File: src/rtl/proc_io_hub_pkg.sv
// rtl/proc_io_hub_pkg.sv - shared defaults and width/slice helpers for the I/O hub
package proc_io_pkg;

    localparam int NUBITS_DEF = 16;
    localparam int NUIOIN_DEF = 2;
    localparam int NUIOOU_DEF = 2;
    localparam int FDEPTH_DEF = 4;

    localparam int INW  = $clog2(NUIOIN_DEF);
    localparam int OUW  = $clog2(NUIOOU_DEF);
    localparam int PTRW = $clog2(FDEPTH_DEF);

    // Address width that never collapses to zero bits.
    function automatic int addr_w(input int n);
        return (n > 1) ? $clog2(n) : 1;
    endfunction

    // Low bit of channel k inside a flattened channel bus.
    function automatic int chan_lo(input int k, input int w);
        return k * w;
    endfunction

endpackage

File: src/rtl/proc_io_hub_if.sv
// rtl/proc_io_hub_if.sv - core-side access bus plus external channel streams of the I/O hub
interface proc_io_hub_if
    import proc_io_pkg::*;
#(
    parameter int NUBITS = NUBITS_DEF,
    parameter int NUIOIN = NUIOIN_DEF,
    parameter int NUIOOU = NUIOOU_DEF
);
    localparam int AW_IN = addr_w(NUIOIN);
    localparam int AW_OU = addr_w(NUIOOU);

    logic                     req_in;
    logic [AW_IN-1:0]         addr_in;
    logic [NUBITS-1:0]        io_in;
    logic                     out_en;
    logic [AW_OU-1:0]         addr_out;
    logic [NUBITS-1:0]        io_out;
    logic                     stall;
    logic                     itr;
    logic [NUIOIN-1:0]        itr_mask;
    logic [NUIOIN*NUBITS-1:0] in_data;
    logic [NUIOIN-1:0]        in_valid;
    logic [NUIOIN-1:0]        in_ready;
    logic [NUIOOU*NUBITS-1:0] ou_data;
    logic [NUIOOU-1:0]        ou_valid;
    logic [NUIOOU-1:0]        ou_ready;
    logic                     err;

    modport slave (
        input  req_in, addr_in, out_en, addr_out, io_out, itr_mask,
               in_data, in_valid, ou_ready,
        output io_in, stall, itr, in_ready, ou_data, ou_valid, err
    );

    modport master (
        output req_in, addr_in, out_en, addr_out, io_out, itr_mask,
               in_data, in_valid, ou_ready,
        input  io_in, stall, itr, in_ready, ou_data, ou_valid, err
    );

endinterface

File: src/rtl/proc_io_hub_fifo.sv
// rtl/proc_io_hub_fifo.sv - first-word-fall-through channel FIFO with occupancy count
module io_fifo #(
    parameter int NBDATA = 16,
    parameter int DEPTH  = 4
) (
    input  logic                       clk,
    input  logic                       rst_n,
    input  logic                       push_i,
    input  logic                       pop_i,
    input  logic [NBDATA-1:0]          din_i,
    output logic [NBDATA-1:0]          head_o,
    output logic                       full_o,
    output logic                       empty_o,
    output logic [$clog2(DEPTH):0]     count_o
);
    localparam int PTRW = $clog2(DEPTH);

    logic [NBDATA-1:0] mem_q [DEPTH];
    logic [PTRW-1:0]   wr_q, rd_q;
    logic [PTRW:0]     cnt_q, cnt_d;
    logic              do_push, do_pop;

    assign full_o  = (cnt_q == (PTRW+1)'(DEPTH));
    assign empty_o = (cnt_q == '0);
    assign count_o = cnt_q;
    assign head_o  = mem_q[rd_q];

    // Overflow/underflow requests are dropped here so callers cannot corrupt state.
    assign do_push = push_i & ~full_o;
    assign do_pop  = pop_i & ~empty_o;

    always_comb begin
        cnt_d = cnt_q;
        case ({do_push, do_pop})
            2'b10:   cnt_d = cnt_q + 1'b1;
            2'b01:   cnt_d = cnt_q - 1'b1;
            default: cnt_d = cnt_q;
        endcase
    end

    always_ff @(posedge clk or negedge rst_n) begin
        if (!rst_n) begin
            wr_q  <= '0;
            rd_q  <= '0;
            cnt_q <= '0;
            for (int i = 0; i < DEPTH; i++) mem_q[i] <= '0;
        end else begin
            cnt_q <= cnt_d;
            if (do_push) begin
                mem_q[wr_q] <= din_i;
                wr_q        <= wr_q + 1'b1;
            end
            if (do_pop) rd_q <= rd_q + 1'b1;
        end
    end

endmodule

File: src/rtl/proc_io_hub.sv
// rtl/proc_io_hub.sv - buffered multi-channel I/O hub between the processor core and external streams
module proc_io_hub
    import proc_io_pkg::*;
#(
    parameter int NUBITS = NUBITS_DEF,
    parameter int NUIOIN = NUIOIN_DEF,
    parameter int NUIOOU = NUIOOU_DEF,
    parameter int FDEPTH = FDEPTH_DEF
) (
    input  logic         clk,
    input  logic         rst,
    proc_io_hub_if.slave bus
);
    localparam int AW_IN = addr_w(NUIOIN);
    localparam int AW_OU = addr_w(NUIOOU);
    localparam int CW    = $clog2(FDEPTH) + 1;

    logic [NUIOIN-1:0]              in_full, in_empty, in_push, in_pop, in_sel, in_first;
    logic [NUIOIN-1:0][NUBITS-1:0]  in_head;
    logic [NUIOIN-1:0][CW-1:0]      in_cnt;
    logic [NUIOOU-1:0]              ou_full, ou_empty, ou_push, ou_pop, ou_sel;
    logic [NUIOOU-1:0][NUBITS-1:0]  ou_head;
    logic [NUIOOU-1:0][CW-1:0]      ou_cnt;

    logic              rd_range, wr_range, rd_empty, wr_full;
    logic              rd_stall, wr_stall, core_go;
    logic [NUBITS-1:0] rd_head;

    logic              run_q;
    logic [NUBITS-1:0] io_in_q, io_in_d;
    logic              itr_q, itr_d;
    logic              err_q, err_d;
    logic              unused_ou_cnt;

    always_comb begin
        in_sel   = '0;
        rd_head  = '0;
        rd_empty = 1'b0;
        for (int k = 0; k < NUIOIN; k++) begin
            if (bus.addr_in == AW_IN'(k)) begin
                in_sel[k] = 1'b1;
                rd_head   = in_head[k];
                rd_empty  = in_empty[k];
            end
        end
    end

    always_comb begin
        ou_sel  = '0;
        wr_full = 1'b0;
        for (int j = 0; j < NUIOOU; j++) begin
            if (bus.addr_out == AW_OU'(j)) begin
                ou_sel[j] = 1'b1;
                wr_full   = ou_full[j];
            end
        end
    end

    assign rd_range = |in_sel;
    assign wr_range = |ou_sel;
    assign rd_stall = bus.req_in & rd_range & rd_empty;
    assign wr_stall = bus.out_en & wr_range & wr_full;
    // A stall on either side freezes both core accesses; the core replays the pair.
    assign core_go  = ~(rd_stall | wr_stall);
    assign bus.stall = rst & (rd_stall | wr_stall);

    assign bus.in_ready = {NUIOIN{run_q}} & ~in_full;
    assign in_push      = bus.in_valid & bus.in_ready;
    assign in_pop       = in_sel & {NUIOIN{bus.req_in & core_go}};
    assign ou_push      = ou_sel & {NUIOOU{bus.out_en & core_go}};
    assign ou_pop       = ~ou_empty & bus.ou_ready;
    assign bus.ou_valid = ~ou_empty;
    assign bus.ou_data  = ou_head;

    for (genvar k = 0; k < NUIOIN; k++) begin : g_in
        io_fifo #(.NBDATA(NUBITS), .DEPTH(FDEPTH)) u_fifo (
            .clk     (clk),
            .rst_n   (rst),
            .push_i  (in_push[k]),
            .pop_i   (in_pop[k]),
            .din_i   (bus.in_data[chan_lo(k, NUBITS) +: NUBITS]),
            .head_o  (in_head[k]),
            .full_o  (in_full[k]),
            .empty_o (in_empty[k]),
            .count_o (in_cnt[k])
        );
    end

    for (genvar j = 0; j < NUIOOU; j++) begin : g_ou
        io_fifo #(.NBDATA(NUBITS), .DEPTH(FDEPTH)) u_fifo (
            .clk     (clk),
            .rst_n   (rst),
            .push_i  (ou_push[j]),
            .pop_i   (ou_pop[j]),
            .din_i   (bus.io_out),
            .head_o  (ou_head[j]),
            .full_o  (ou_full[j]),
            .empty_o (ou_empty[j]),
            .count_o (ou_cnt[j])
        );
    end

    assign unused_ou_cnt = ^ou_cnt;

    // Empty-to-non-empty only happens through a push into a zero-count FIFO.
    always_comb begin
        for (int k = 0; k < NUIOIN; k++) begin
            in_first[k] = in_push[k] & bus.itr_mask[k] & (in_cnt[k] == '0);
        end
    end

    always_comb begin
        io_in_d = io_in_q;
        if (bus.req_in & core_go) io_in_d = rd_range ? rd_head : '0;
        itr_d = |in_first;
        err_d = err_q | (bus.req_in & ~rd_range) | (bus.out_en & ~wr_range);
    end

    always_ff @(posedge clk or negedge rst) begin
        if (!rst) begin
            run_q   <= 1'b0;
            io_in_q <= '0;
            itr_q   <= 1'b0;
            err_q   <= 1'b0;
        end else begin
            run_q   <= 1'b1;
            io_in_q <= io_in_d;
            itr_q   <= itr_d;
            err_q   <= err_d;
        end
    end

    assign bus.io_in = io_in_q;
    assign bus.itr   = itr_q;
    assign bus.err   = err_q;

endmodule

File: src/flat_wrapper.sv
// flat-port wrapper written by rule: the top's interface ports become plain ports
module proc_io_hub_flat import proc_io_pkg::*;
#(
    parameter int NUBITS = NUBITS_DEF,
    parameter int NUIOIN = NUIOIN_DEF,
    parameter int NUIOOU = NUIOOU_DEF,
    parameter int FDEPTH = FDEPTH_DEF
)
  (clk, rst, bus_req_in, bus_addr_in, bus_out_en, bus_addr_out, bus_io_out, bus_itr_mask, bus_in_data, bus_in_valid, bus_ou_ready, bus_io_in, bus_stall, bus_itr, bus_in_ready, bus_ou_data, bus_ou_valid, bus_err);
  proc_io_hub_if #(.NUBITS(NUBITS), .NUIOIN(NUIOIN), .NUIOOU(NUIOOU)) bus_i ();
  input  logic clk;
  input  logic rst;
  input wire logic [$bits(bus_i.req_in)-1:0] bus_req_in;
  input wire logic [$bits(bus_i.addr_in)-1:0] bus_addr_in;
  input wire logic [$bits(bus_i.out_en)-1:0] bus_out_en;
  input wire logic [$bits(bus_i.addr_out)-1:0] bus_addr_out;
  input wire logic [$bits(bus_i.io_out)-1:0] bus_io_out;
  input wire logic [$bits(bus_i.itr_mask)-1:0] bus_itr_mask;
  input wire logic [$bits(bus_i.in_data)-1:0] bus_in_data;
  input wire logic [$bits(bus_i.in_valid)-1:0] bus_in_valid;
  input wire logic [$bits(bus_i.ou_ready)-1:0] bus_ou_ready;
  output wire logic [$bits(bus_i.io_in)-1:0] bus_io_in;
  output wire logic [$bits(bus_i.stall)-1:0] bus_stall;
  output wire logic [$bits(bus_i.itr)-1:0] bus_itr;
  output wire logic [$bits(bus_i.in_ready)-1:0] bus_in_ready;
  output wire logic [$bits(bus_i.ou_data)-1:0] bus_ou_data;
  output wire logic [$bits(bus_i.ou_valid)-1:0] bus_ou_valid;
  output wire logic [$bits(bus_i.err)-1:0] bus_err;
  assign bus_i.req_in = bus_req_in;
  assign bus_i.addr_in = bus_addr_in;
  assign bus_i.out_en = bus_out_en;
  assign bus_i.addr_out = bus_addr_out;
  assign bus_i.io_out = bus_io_out;
  assign bus_i.itr_mask = bus_itr_mask;
  assign bus_i.in_data = bus_in_data;
  assign bus_i.in_valid = bus_in_valid;
  assign bus_i.ou_ready = bus_ou_ready;
  assign bus_io_in = bus_i.io_in;
  assign bus_stall = bus_i.stall;
  assign bus_itr = bus_i.itr;
  assign bus_in_ready = bus_i.in_ready;
  assign bus_ou_data = bus_i.ou_data;
  assign bus_ou_valid = bus_i.ou_valid;
  assign bus_err = bus_i.err;
  proc_io_hub #(.NUBITS(NUBITS), .NUIOIN(NUIOIN), .NUIOOU(NUIOOU), .FDEPTH(FDEPTH)) u_core (.clk(clk), .rst(rst), .bus(bus_i));
endmodule
File: config.mk
export PLATFORM = sky130hd
export DESIGN_NAME = proc_io_hub_flat
export DESIGN_NICKNAME = d
export VERILOG_FILES = /design/src/rtl/proc_io_hub_pkg.sv /design/src/rtl/proc_io_hub_if.sv /design/src/rtl/proc_io_hub_fifo.sv /design/src/rtl/proc_io_hub.sv /design/src/flat_wrapper.sv
export SDC_FILE = /design/constraint.sdc
export NUM_CORES = 1
export LEC_CHECK = 0
export CELL_PAD_IN_SITES_DETAIL_PLACEMENT = 0
export CELL_PAD_IN_SITES_GLOBAL_PLACEMENT = 1
export CORE_MARGIN = 4
export CORE_UTILIZATION = 53
export CTS_BUF_LIST = sky130_fd_sc_hd__clkbuf_4 sky130_fd_sc_hd__clkbuf_8 sky130_fd_sc_hd__clkbuf_16
export DETAILED_ROUTE_END_ITERATION = 8
export GPL_ROUTABILITY_DRIVEN = 0
export PLACE_DENSITY = 0.95
export REMOVE_ABC_BUFFERS = 1
export SETUP_SLACK_MARGIN = 0.5
export SLEW_MARGIN = 0
export SYNTH_ARGS = -nofsm -noshare
export SYNTH_HDL_FRONTEND = slang
export SYNTH_HIERARCHICAL = 1
export SYNTH_SLANG_ARGS = --single-unit
File: constraint.sdc
create_clock -name clk -period 9.45 [get_ports clk]
set_clock_uncertainty 0.1 [all_clocks]
set_input_delay 2.835 -clock clk [delete_from_list [all_inputs] [get_ports clk]]
set_output_delay 2.835 -clock clk [all_outputs]
set_load 0.01 [all_outputs]
---- Word level (Yosys, flattened, before mapping) ----
Index checks and enable logic that the tools add are counted.
operators by class
  bitwise logic cells ..................... 50
  reduce and logical (&&, ||, !) cells .... 15
  multiplexer cells ....................... 36
  eq/ne operators ......................... 12
  order comparisons ....................... 12
  $add $sub $neg .......................... 16
operators with widths
  operator                                                                      count
  64-bit bitwise mux                                                            4
  16-bit 2-to-1 mux                                                             14
  16-bit binary-select mux with 2-bit select                                    4
  16-bit demux with 2-bit select                                                4
  3-bit >= comparator, second input constant                                    8
  2-bit NOT with 3-bit output                                                   8
  3-bit one-hot mux with 2 select lines                                         4
  1-bit bitwise AND                                                             21
  2-bit by 1-bit adder with 2-bit output, second input constant                 8
  3-bit by 1-bit adder with 3-bit output, second input constant                 4
  3-bit equality test, second input constant                                    4
  3-bit zero test                                                               4
  3-bit by 1-bit less-than comparator with 1-bit output, second input constant  4
  3-bit by 1-bit subtractor with 3-bit output, second input constant            4
  1-bit NOT                                                                     11
  2-bit bitwise AND                                                             5
  2-bit by 1-bit equality test with 1-bit output, second input constant         4
  2-bit equality test, second input constant                                    4
  2-bit nonzero test                                                            4
  1-bit 2-to-1 mux                                                              6
  2-bit OR reduction                                                            3
  1-bit logical AND                                                             4
  2-bit NOT                                                                     2
  1-bit OR                                                                      3
storage, ports and cells
  logic and storage cells ................. 173
  output and inout port bits .............. 55
  bits of input ports ..................... 60
  flip-flop bits (word level) ............. 303

---- Longest topological paths before layout ----
  depth in word-level cells ............... 11
  gate-level depth with buffers ........... 12
  gate-level depth less buffers ........... 11

---- Hierarchy ----
Netlist, hierarchy kept.
by module, submodules not included
  module       sequential area each (um2)  cells an instance  area an instance (um2)  instances
  io_fifo      1776.7                      192                3188.1                  4
  proc_io_hub  450.4                       80                 1029.7                  1

---- Worst setup path after synthesis ----
No wires, ideal clock.
  kind .................................... input-to-output
  start ................................... input port bus_addr_in
  end ..................................... output port bus_stall
  arrival time ............................ 3.540 ns
  slack ................................... 2.975 ns
  stages .................................. 4
  buffers on the path ..................... 1
  data required time ...................... 6.515 ns
  cell sequence ........................... buf_6 -> mux2_4 -> a22oi_1 -> nor2b_1
on the way
  longest elaborated chain between the ends .. 6
  elaborated cells between the ends (all ways) .. 8
  those cells by class .................... mux: 3; bitwise: 4; reduce/logical: 1
RTL lines
  element              line                source
  start: declaration   flat_wrapper.sv:14  input wire logic [$bits(bus_i.addr_in)-1:0] bus_addr_in;
  1-bit 2-to-1 mux     proc_io_hub.sv:40   if (bus.addr_in == AW_IN'(k)) begin
  2-bit OR reduction   proc_io_hub.sv:59   assign rd_range = |in_sel;
  1-bit bitwise AND    proc_io_hub.sv:61   assign rd_stall = bus.req_in & rd_range & rd_empty;
  1-bit bitwise AND *  proc_io_hub.sv:61
  1-bit OR *           proc_io_hub.sv:65   assign bus.stall = rst & (rd_stall | wr_stall);
  1-bit bitwise AND *  proc_io_hub.sv:65
  end: declaration     flat_wrapper.sv:23  output wire logic [$bits(bus_i.stall)-1:0] bus_stall;
Every way passes the cells marked *; elsewhere a longest branch is shown, timed or not.

---- Worst setup path in the final report ----
Ends and elaborated chain as after synthesis.

==> flow_metrics.tcl <==
set metrics [dict create \
    outcome "completed" \
    worst-slew-pin-transition_ps 1130 \
    drt.antenna.violating_nets 0 \
    yosysWarnings 6 \
    grt-ovfl-total 0 \
    m1_gr_usage 0.282 \
    grtUsageMet3 0.0231 \
    vias 7410 \
    grt_busiest_layer "met2" \
    syn_avg_cell_area_um2 16.3 \
    grt_pass1_vias 8226 \
    cts_sinks 302 \
    dieArea_mm2 0.0286 \
    synth_cell_count_leaders "sky130_fd_sc_hd__dfrtp_1 (302), sky130_fd_sc_hd__mux2_2 (293), sky130_fd_sc_hd__mux4_2 (64), sky130_fd_sc_hd__inv_1 (23), sky130_fd_sc_hd__nand2_1 (23)" \
    worst-r2r-cell-count 11 \
    synth_most_common_cell "sky130_fd_sc_hd__dfrtp_1" \
    grt_antenna_before_repair 0 \
    hold-path-endpoint "u_core/g_ou[0].u_fifo/mem_q[9]" \
    rsz_0062_raised_after_global_routing "false" \
    routedWlPerCell_um 20.7 \
    yosys_most_used_dff "sky130_fd_sc_hd__dfrtp_1" \
    yosys_register_bits 302 \
    largest_net_degree_at_the_start_of_global_routing 177 \
    detailedRoute.firstPassIterationCount 4 \
    min-delay-path-class "reg -> reg" \
    final_critical_path_setup_slack_ps 1850 \
    sum_of_net_half_perimeters_after_detailed_placement_mm 17.6 \
    asyncSetResetFlopFracSynth 1.00 \
    placeableCoreArea_mm2 0.0254 \
    min_delay_path_depth 1 \
    port_buffers 113 \
    yosys.area.top_type "sky130_fd_sc_hd__dfrtp_1" \
    r2r-end "u_core/g_in[0].u_fifo/count_o[2]" \
    path_class "in -> out" \
    overall_die_width_um 169 \
    r2r_slack_ps 5980 \
    synthTopCellsByArea "sky130_fd_sc_hd__dfrtp_1 (55%), sky130_fd_sc_hd__mux2_2 (24%), sky130_fd_sc_hd__mux4_2 (10%)" \
    total_power_divided_by_cell_area_mw_per_mm2 366 \
    tritoncts "built" \
    preCtsSetupSlack_ps 1830 \
    worst_skew_pair.late_latency_ps 550 \
    min_period_over_period 0.804 \
    post_layout_minimum_cycle_time_ps 7600 \
    min-delay-start "u_core/g_ou[0].u_fifo/mem_q[9]" \
    cts_max_path_buffers 3 \
    post_detailed_routing_wire_length_mm 27.2 \
    timing.setup.tns_ps 0 \
    design.final.nets 1047 \
    worst_setup_path_end_kind "output port" \
    drv_slew 0 \
    final-instance-count-excl-fill 1317 \
    synth-edff-count 0 \
    hold_violations 0 \
    via_per_inst 5.63 \
    synth.top_cell.area_share 0.548 \
    grt_util_met2 0.320 \
    top_achievable_clock_speed_mhz 132 \
    number_of_clock_buffers_inserted_by_tritoncts 30 \
    beginning_of_the_worst_register_to_register_path "u_core/g_ou[0].u_fifo/count_o[2]" \
    worst_ir_drop_vdd_mv 0.201 \
    p_leak_nw 6.78 \
    required_ps 6520 \
    rows 58 \
    cts_hold_buf 0 \
    drive_gt1_frac 0.449 \
    syn-cell-area_mm2 0.0138 \
    clk_pin_slew_worst_paths_ps 60 \
    synth.lib_cells_used.distinct 31 \
    syn_to_final_growth_pct 17.0 \
    drtIter0Drc 406 \
    slew_headroom 0.243 \
    cts_root_buf "sky130_fd_sc_hd__clkbuf_16" \
    start_util 0.543 \
    numPlacedInstances 1261 \
    cts_resized 0 \
    synth-seq-area-share 0.548 \
    crit_path_max_fanout 19 \
    final-setup-viol-count 0 \
    critical_path.startpoint_type "input pin" \
    first_pass_grt_wire_length_mm 44.5 \
    postSynthCellCount 848 \
    globalRouteTotalUtil 0.194 \
    route.detailed.drc 0 \
    max_cap_violations 0 \
    critical_path_arrival_ps 4670 \
    cts.htree.levels 1 \
    dieHeight_um 169 \
    antenna_diode_count 0 \
    cts.repair_timing.setup_buffer_count 0 \
    design.portCount 115 \
]
[where the power goes]
group	internal (mW)	total, mW	switching [mW]
clock network	0.724	1.21	0.490
logic	1.45	2.27	0.818
registers	1.94	2.42	0.473
[cell families (layout without fill, tap and decap cells)]
logic type      after synthesis  after routing  share of synthesized area
buf+inv                      59            198                     0.0287
simple gates                 68             68                     0.0300
other cells                   2              2                   0.000545
fa+ha+maj                    24             24                     0.0240
compound gates                7              7                    0.00527
xor+xnor                     24             24                     0.0153
mux                         362            362                      0.348
flops                       302            302                      0.548
[metrics by stage]
stage | util | instance area (µm²) | power [mW] | hold WS (ps)
finish | 0.635 | 16100 | 5.90 | 401
global route | 0.635 | 16100 | 6.25 | 413
CTS | 0.635 | 16100 | 5.96 | 405
detailed placement | 0.594 | 15100 | 4.72 | 391
global placement | 0.594 | 15100 | 4.61 | 383
floorplan | - | 13500 | 3.85 | 375
[layout by cell type, fill, tap and decap left out, drive strengths merged, types with 7 or more instances in the layout]
cell and count:
nand2 23, clkbuf 45, dfrtp 302, xnor2 12, xor2 12, buf 7
ha 20, mux4 64, nor2 20, inv 23, clkdlybuf4s50 112, mux2 294
[sequential cells by signal, summed over array words and instances (netlist names)]
register,flops
u_core/g_in.u_fifo/rd_q,4
u_core/g_ou.u_fifo/rd_q,4
u_core/g_in.u_fifo/mem_q,128
u_core/run_q,1
u_core/g_ou.u_fifo/mem_q,128
u_core/g_ou.u_fifo/wr_q,4
u_core/g_in.u_fifo/wr_q,4
u_core/bus.itr,1
u_core/g_ou.u_fifo/count_o,6
u_core/bus.io_in,16
u_core/g_in.u_fifo/count_o,6
[metal layers]
| metal | routed length (µm) | vias to the layer above |
|---|---|---|
| met3 | 821 | 37 |
| li1 | - | 3316 |
| met2 | 13200 | 119 |
| met5 | 0 | - |
| met1 | 12700 | 3938 |
| met4 | 527 | 0 |
[area by class of cell]
cell class                 instances  area [µm²]
multi-input combinational        487        5830
timing repair buffer             119        1190
inverter                          23        86.3
tap                              330         413
fill                            1811        9280
sequential                       302        7560
clock inverter                    11         128
clock buffer                      45         913
[worst max-delay path by stage]
stage / startpoint / slack, ps / to
2_1_floorplan: bus_addr_in / 3110 / bus_stall
3_3_place_gp: bus_addr_in / 1830 / bus_stall
3_5_place_dp: bus_addr_in / 1830 / bus_stall
4_1_cts: bus_addr_in / 1830 / bus_stall
5_1_grt: bus_addr_in / 1760 / bus_stall
6_report: bus_addr_in / 1850 / bus_stall
[critical path: stages]
cell	delay [ps]
sky130_fd_sc_hd__clkdlybuf4s50_1	460
sky130_fd_sc_hd__buf_4	260
sky130_fd_sc_hd__mux2_4	370
sky130_fd_sc_hd__a22oi_1	200
sky130_fd_sc_hd__nor2b_1	60
sky130_fd_sc_hd__clkdlybuf4s50_1	480
No activity file was read; power rests on OpenSTA's default activity.
